### config.mk
export PLATFORM = sky130hd
export DESIGN_NAME = fft4_sdf_ctrl
export DESIGN_NICKNAME = d
export VERILOG_FILES = /design/src/rtl/fft4_sdf_ctrl.sv
export SDC_FILE = /design/constraint.sdc
export NUM_CORES = 1
export LEC_CHECK = 0
export ABC_AREA = 1
export BUFFER_PORTS_ARGS = -buffer_cell sky130_fd_sc_hd__buf_4
export CAP_MARGIN = 25
export CORE_ASPECT_RATIO = 1.25
export CORE_MARGIN = 5
export CORE_UTILIZATION = 25
export DETAILED_ROUTE_END_ITERATION = 8
export GPL_ROUTABILITY_DRIVEN = 0
export PLACE_DENSITY = 0.54
export SLEW_MARGIN = 20
export SYNTH_ARGS = -nofsm -noshare
export SYNTH_HDL_FRONTEND = slang
export SYNTH_SLANG_ARGS = --single-unit
### constraint.sdc
create_clock -name clk -period 3.32 [get_ports clk]
set_input_delay 0.166 -clock clk [delete_from_list [all_inputs] [get_ports clk]]
set_output_delay 0.166 -clock clk [all_outputs]
set_load 0.03 [all_outputs]
### src/rtl/fft4_sdf_ctrl.sv
// Sequencer for the 4-point radix-2 SDF FFT: delay config, sample intake, per-cycle butterfly/twiddle selects, output framing.
// Latency: first valid bin OUT_LAT cycles after sample 0 is accepted; selects are decoded from registered per-frame age counters.
// Backpressure: in_ready only in RUN (and not while stopping at a frame boundary); a mid-frame input gap cancels the frame and sets err.
module fft4_sdf_ctrl #(
    parameter int unsigned D1      = 2,
    parameter int unsigned D2      = 1,
    parameter int unsigned OUT_LAT = 3
) (
    input  logic       clk,
    input  logic       rst,
    input  logic       start,
    input  logic       stop,
    input  logic       in_valid,
    output logic       in_ready,
    output logic       din_zero,
    output logic [3:0] dnum_s1,
    output logic [3:0] dnum_s2,
    output logic       bf1_sel,
    output logic       tw_sel,
    output logic       bf2_sel,
    output logic       out_valid,
    output logic       out_first,
    output logic       out_last,
    output logic [1:0] out_idx,
    output logic       busy,
    output logic       err
);

    // A frame schedule lives from s=1 to s=LAST; its age counter equals s.
    localparam int unsigned LAST = OUT_LAT + 3;
    localparam int unsigned AW   = $clog2(LAST + 1);

    typedef enum logic [1:0] {
        S_IDLE,
        S_CFG,
        S_RUN,
        S_DRAIN
    } state_t;

    state_t            state_q, state_d;
    logic [1:0]        k_q, k_d;
    logic              err_q, err_d;
    logic [3:0]        dnum_s1_q, dnum_s1_d;
    logic [3:0]        dnum_s2_q, dnum_s2_d;

    // Two schedule slots: a complete frame spans 7 cycles and frames start
    // at least 4 apart, so at most two schedules are ever live together.
    logic [1:0]        act_q, act_d;
    logic [1:0][AW-1:0] age_q, age_d;
    logic              cur_q, cur_d;

    logic              accept;
    logic              gap;
    logic              frame_start;
    logic [1:0]        retire;
    logic [1:0]        free;
    logic              alloc;
    logic [1:0]        m_off;

    assign in_ready    = (state_q == S_RUN) && !(stop && (k_q == 2'd0));
    assign accept      = in_valid && in_ready;
    assign din_zero    = !accept;
    assign gap         = (state_q == S_RUN) && (k_q != 2'd0) && !in_valid;
    assign frame_start = accept && (k_q == 2'd0);

    assign retire[0]   = act_q[0] && (age_q[0] == AW'(LAST));
    assign retire[1]   = act_q[1] && (age_q[1] == AW'(LAST));
    // A slot retiring this cycle can be reused by a frame starting this cycle.
    assign free        = ~act_q | retire;
    assign alloc       = !free[0];

    assign busy        = (state_q != S_IDLE);
    assign err         = err_q;
    assign dnum_s1     = dnum_s1_q;
    assign dnum_s2     = dnum_s2_q;

    // Control FSM next state: mode, sample counter, sticky error, delay config.
    always_comb begin
        state_d   = state_q;
        k_d       = k_q;
        err_d     = err_q;
        dnum_s1_d = dnum_s1_q;
        dnum_s2_d = dnum_s2_q;
        case (state_q)
            S_IDLE: begin
                if (start) begin
                    state_d = S_CFG;
                    err_d   = 1'b0;
                end
            end
            S_CFG: begin
                dnum_s1_d = 4'(D1);
                dnum_s2_d = 4'(D2);
                state_d   = S_RUN;
            end
            S_RUN: begin
                if (accept) begin
                    k_d = k_q + 2'd1;
                end else if (gap) begin
                    k_d   = 2'd0;
                    err_d = 1'b1;
                end
                // Leave at a frame boundary: either idle at k==0 or right
                // after the last sample of the frame in progress.
                if (stop && ((k_q == 2'd0) || (accept && (k_q == 2'd3)))) begin
                    state_d = S_DRAIN;
                end
            end
            S_DRAIN: begin
                if (&free) begin
                    state_d = S_IDLE;
                end
            end
            default: state_d = S_IDLE;
        endcase
    end

    // Schedule slot next state: age live slots, cancel on gap, allocate on sample 0.
    always_comb begin
        act_d = act_q;
        age_d = age_q;
        cur_d = cur_q;
        for (int i = 0; i < 2; i++) begin
            if (retire[i[0]]) begin
                act_d[i[0]] = 1'b0;
            end else if (act_q[i[0]]) begin
                age_d[i[0]] = age_q[i[0]] + AW'(1);
            end
        end
        if (gap) begin
            act_d[cur_q] = 1'b0;
        end
        if (frame_start) begin
            act_d[alloc] = 1'b1;
            age_d[alloc] = AW'(1);
            cur_d        = alloc;
        end
    end

    // Output decode: OR of both slot schedules (disjoint per signal).
    always_comb begin
        bf1_sel   = 1'b0;
        bf2_sel   = 1'b0;
        tw_sel    = 1'b0;
        out_valid = 1'b0;
        out_first = 1'b0;
        out_last  = 1'b0;
        out_idx   = 2'd0;
        m_off     = 2'd0;
        for (int i = 0; i < 2; i++) begin
            if (act_q[i[0]]) begin
                bf1_sel = bf1_sel | (age_q[i[0]] == AW'(2)) | (age_q[i[0]] == AW'(3));
                bf2_sel = bf2_sel | (age_q[i[0]] == AW'(3)) | (age_q[i[0]] == AW'(5));
                tw_sel  = tw_sel  | (age_q[i[0]] == AW'(5));
                // Framing of a frame that is being cancelled this very cycle
                // (gap on its last sample) must not leak out.
                if ((age_q[i[0]] >= AW'(OUT_LAT)) && (age_q[i[0]] <= AW'(LAST)) &&
                    !(gap && (cur_q == i[0]))) begin
                    out_valid = 1'b1;
                    out_first = out_first | (age_q[i[0]] == AW'(OUT_LAT));
                    out_last  = out_last  | (age_q[i[0]] == AW'(LAST));
                    m_off     = 2'(age_q[i[0]] - AW'(OUT_LAT));
                    out_idx   = out_idx | {m_off[0], m_off[1]};
                end
            end
        end
    end

    // Control state registers.
    always_ff @(posedge clk or posedge rst) begin
        if (rst) begin
            state_q   <= S_IDLE;
            k_q       <= 2'd0;
            err_q     <= 1'b0;
            dnum_s1_q <= 4'd0;
            dnum_s2_q <= 4'd0;
        end else begin
            state_q   <= state_d;
            k_q       <= k_d;
            err_q     <= err_d;
            dnum_s1_q <= dnum_s1_d;
            dnum_s2_q <= dnum_s2_d;
        end
    end

    // Schedule slot registers.
    always_ff @(posedge clk or posedge rst) begin
        if (rst) begin
            act_q <= 2'b00;
            age_q <= '0;
            cur_q <= 1'b0;
        end else begin
            act_q <= act_d;
            age_q <= age_d;
            cur_q <= cur_d;
        end
    end

endmodule

**Yosys cells after proc, flatten, opt, wreduce, memory -nomap -nowiden**

Index checks and enable logic that the tools add are counted.

- Bits in registers: 15
- Input port bits: 5
- Output and inout port bits: 20
- Logic and storage cells: 139

- Add/subtract/negate cells: 5
- $lt $le $gt $ge: 8
- Equality and inequality tests: 17
- Muxes and demuxes: 47
- Bitwise logic cells: 19
- Reductions and logical operators: 35

Operators with widths:

| operator | number |
|---|---|
| $mux W1 | 25 |
| $mux W2 | 11 |
| $logic_and A1 B1 Y1 | 18 |
| $mux W3 | 5 |
| $eq A3 B2 Y1 const B | 4 |
| $eq A3 B3 Y1 const B | 4 |
| $or A1 B1 Y1 | 9 |
| $ne A2 B2 Y1 const B | 4 |
| $or A2 B2 Y2 | 4 |
| $pmux W2 S4 | 1 |
| $reduce_bool A2 Y1 | 4 |
| $add A3 B1 Y3 const B | 2 |
| $eq A2 B2 Y1 const B | 3 |
| $ge A3 B2 Y1 const B | 2 |
| $le A3 B3 Y1 const B | 2 |
| $logic_not A1 Y1 | 6 |
| $mux W6 | 1 |
| $and A4 B4 Y4 | 1 |
| $logic_not A2 Y1 | 2 |
| $lt A1 B2 Y1 const B | 2 |
| $not A2 Y2 | 2 |
| $not A4 Y4 | 1 |
| $reduce_and A2 Y1 | 2 |
| $reduce_and A4 Y1 | 1 |
| 12 further kinds | 15 |

**Logic depth before layout (Yosys ltp)**

- Depth after elaboration: 11
- Mapped depth: 9
- Gate-level depth less buffers: 9

**Worst setup path before layout**

OpenSTA, ideal clock, no wires.

- Path type: reg2reg
- From: reg state_q[0]
- To: reg k_q[0]
- Library setup time: 126 ps
- Data arrival time: 1546 ps
- Data required time: 3194 ps
- Slack: 1648 ps
- Stages on the path, launching flop included: 8
- Buffers on the path: 0
- Period minus slack after synthesis: 1672 ps
- Cells stage by stage: dfrtp_1 -> inv_1 -> ha_1 -> nand2_1 -> nand2_1 -> nand2_1 -> nand2_1 -> o21ai_0

- Word-level cells in the longest chain between the ends: 5
- Elaborated cells between the ends (all ways): 8
- Those cells by class: 1 x eq/ne; 1 x mux; 6 x reduce/logical

RTL lines:

| item | RTL line | source |
|---|---|---|
| start: declaration | 40 | `state_t state_q, state_d;` |
| start signal: assignment | 178 | `state_q <= state_d;` |
| $eq A2 B2 Y1 (*) | 60 | `assign in_ready = (state_q == S_RUN) && !(stop && (k_q == 2'd0));` |
| $logic_and A1 B1 Y1 (*) | 60 |  |
| via in_ready | 14 | `output logic in_ready,` |
| $logic_and A1 B1 Y1 (*) | 61 | `assign accept = in_valid && in_ready;` |
| $reduce_bool A2 Y1 (no line) | -- |  |
| $reduce_and A2 Y1 (no line) | -- |  |
| end signal: assignment | 179 | `k_q <= k_d;` |
| end: declaration | 41 | `logic [1:0] k_q, k_d;` |

The timed path passes the listed nets; every way through them passes the cells marked *.
A chain may end at the register's enable or synchronous reset.

**Worst setup path after layout**

- From: reg state_q[0]
- To: out out_idx[1]

- Word-level cells in the longest chain between the ends: 11
- Elaborated cells between the ends (all ways): 14
- Those cells by class: 1 x eq/ne; 4 x mux; 1 x bitwise; 8 x reduce/logical

RTL lines:

| item | RTL line | source |
|---|---|---|
| $eq A2 B2 Y1 (*) | 63 | `assign gap = (state_q == S_RUN) && (k_q != 2'd0) && !in_valid;` |
| $logic_and A1 B1 Y1 (*) (2 in a row) | 63 |  |
| $logic_and A1 B1 Y1 | 158 | `!(gap && (cur_q == i[0]))) begin` |
| $logic_not A1 Y1 | 158 |  |
| $logic_and A1 B1 Y1 | 157 | `if ((age_q[i[0]] >= AW'(OUT_LAT)) && (age_q[i[0]] <= AW'(LAST)) &&` |
| $mux W2 | 157 |  |
| $mux W2 | 151 | `if (act_q[i[0]]) begin` |
| $or A2 B2 Y2 | 163 | `out_idx = out_idx \| {m_off[0], m_off[1]};` |
| $mux W2 | 157 |  |
| $mux W2 (*) | 151 |  |
| end: declaration | 24 | `output logic [1:0] out_idx,` |

Mark *: on every way between the ends. The rest lies on a longest branch, timed or not.

==> results.json <==
{
  "grt_pass1_wl_um": 4160,
  "layout_setup_ws_ps": 1390,
  "worstPathArrival_ps": 1760,
  "synth-simple-area-share_pct": 30.8,
  "holdWs_ps": -13.6,
  "totalWireLength_um": 2420,
  "area_growth_pct": 19.0,
  "synth_edf_count": 0,
  "ys_seq_area_share_pct": 32.5,
  "synthFlopType": "dfrtp_1",
  "syn_area_mm2": 0.00115,
  "die_w_um": 70.8,
  "synthCells": 160,
  "dp_cells": 234,
  "drtIter0Drc": 40,
  "drc": 0,
  "yosys-top-cells-count": "nand2_1 (38), inv_1 (30), dfrtp_1 (15), nor2_1 (15), ha_1 (14)",
  "nets": 200,
  "root_buffer": "clkbuf_8",
  "hold_viol": 15,
  "slew-limit-headroom_pct": 60.6,
  "preCtsSetupSlack_ps": 1640,
  "synthArstFlopShare_pct": 100,
  "antenna_found_initial": 0,
  "ant_nets": 0,
  "cts_tree": "yes",
  "drive_above_1_share_pct": 15.0,
  "post_cts_buffers": 0,
  "synthMuxAreaShare_pct": 0,
  "slew_violations": 0,
  "track_usage_pct": 8.50,
  "dr.pass1.iters": 6,
  "synth_top_area_share_pct": 32.5,
  "numCtsBuffers": 3,
  "place_area_mm2": 0.00133,
  "dp_hpwl_um": 1980,
  "cp-end-kind": "output pin",
  "clock_latency_ps": 240,
  "synth_top_family_by_area": "simple AND/OR/NAND/NOR gates",
  "io_buffers": 18,
  "utilization_pct": 30.8,
  "critPathLaunch": "state_q[0]",
  "yosysTopAreaCell": "dfrtp_1",
  "fin_crit_sh_pct": 58.0,
  "critical_path_class": "flip-flop to output pin",
  "setup_violations": 0,
  "hold_class": "primary input to async pin",
  "grt_pass1_vias": 967,
  "grt_remaining_overflow": 0,
  "tightest_slew_ps": 590,
  "rsz0062_at_grt": "false",
  "ys_warn_count": 0,
  "wl_per_cell_um": 10.2,
  "cts.htree.levels": 1,
  "io_pins": 25,
  "timing.rr.start": "state_q[0]",
  "cp_max_fo": 7,
  "clk_path_buf_depth": 2,
  "fmax_ghz": 0.519,
  "fin_crit_ps": 1930,
  "cts_sinks": 15,
  "coreArea_mm2": 0.00446,
  "nFillCells": 503,
  "finClkSkew_ps": 0.532,
  "fin_area_mm2": 0.00137,
  "timing.max_cap.violations": 0,
  "fp.dieH_um": 86.0,
  "dieArea_mm2": 0.00609,
  "synth_cell_types": 19,
  "final_cells": 238,
  "power_mw": 1.20,
  "reg2regPathDepth": 6,
  "initial_core_util_pct": 25.9,
  "n_antenna_cell": 0,
  "post_cts_resized": 0,
  "synth_area_leaders": "dfrtp_1 (33%), ha_1 (15%), nand2_1 (12%)",
  "start_kind": "flip-flop",
  "violations": "hold timing",
  "vias": 1013,
  "required_ps": 3150,
  "final.setup.tns_ps": 0,
  "synth_compound_area_share_pct": 6.93,
  "powerDensity_mw_per_mm2": 871,
  "rows": 27,
  "leakagePower_nw": 0.793,
  "synth_xor_area_share_pct": 0,
  "grt_max_degree": 16,
  "cts.clk_slew.worst_paths_ps": 60,
  "syn_area_per_cell_um2": 7.22,
  "status": "finished with violations",
  "yosysMostFrequentCell": "nand2_1",
  "viasPerCell": 4.26,
  "synth_fa_ha_area_share_pct": 15.2,
  "ys_ff_latch": 15,
  "cts_hold_buf": 0,
  "ir_drop_uv": 335
}
==> layout make-up <==
class                   instances  area, um^2  share of cell area, %
clock buffers                   4        45.0                   3.28
inverters                      30         113                   8.20
multi-input cells             113         633                   46.1
flip-flops and latches         15         375                   27.3
well taps                      58        72.6                   5.28
repair buffers                 18         135                   9.84
==> cells by family (layout without fill, tap and decap cells) <==
group                    after synthesis  in the layout
adder cells (fa/ha/maj)               14             14
flip-flops                            15             15
other                                  1              6
buffers and inverters                 37             52
AO/OA/AOI/OAI                         15             15
AND/OR/NAND/NOR                       78             78
==> state kept, by name, summed over array words and instances (netlist names) <==
register,count
age_q,6
act_q,2
k_q,2
state_q,2
cur_q,1
dnum_s2,1
err,1
==> power breakdown <==
group          internal [mW]  switching, mW  leakage (nW)
Combinational          0.248          0.459         0.591
Clock                 0.0849         0.0622        0.0228
Sequential             0.260         0.0820         0.180
Total                  0.594          0.603         0.793
==> routing by layer <==
metal | track usage (%) | routed length (um) | vias to the layer above
met3 | 1.88 | 170 | 4
met5 | 0 | 0 | -
li1 | - | - | 535
met4 | 4.62 | 55 | 0
met1 | 10.3 | 1080 | 448
met2 | 13.8 | 1120 | 26
==> cells in the final DEF, fill, tap and decap left out <==
master,count
inv_1,30
conb_1,6
nand2_2,1
o21ai_0,10
nand3_1,12
clkbuf_1,1
clkbuf_8,3
or2_2,1
nor2_1,15
a21oi_1,3
o22ai_1,1
nand4_2,1
nand4_1,7
dfrtp_1,15
o2111ai_1,1
nand3_2,1
nand2_1,38
ha_1,14
buf_4,18
nand2_4,1
nor2_2,1
==> worst paths after layout <==
kind | to | slack, ps
min in group clk | act_q[0] | 290
hold reg to reg | cur_q | 500
setup / recovery | out_idx[1] | 1390
hold / removal | dnum_s2[0] | -10
setup reg to reg | age_q[3] | 1850
max in group asynchronous | age_q[1] | 2950
==> worst max-delay path, stage by stage, from the launching register on <==
cell,delay (ps)
dfrtp_1,410
inv_1,100
ha_1,300
inv_1,70
nor2_1,140
nand3_2,150
nand4_1,130
nand2_1,60
buf_4,160
No activity file was read; power rests on OpenSTA's default activity.
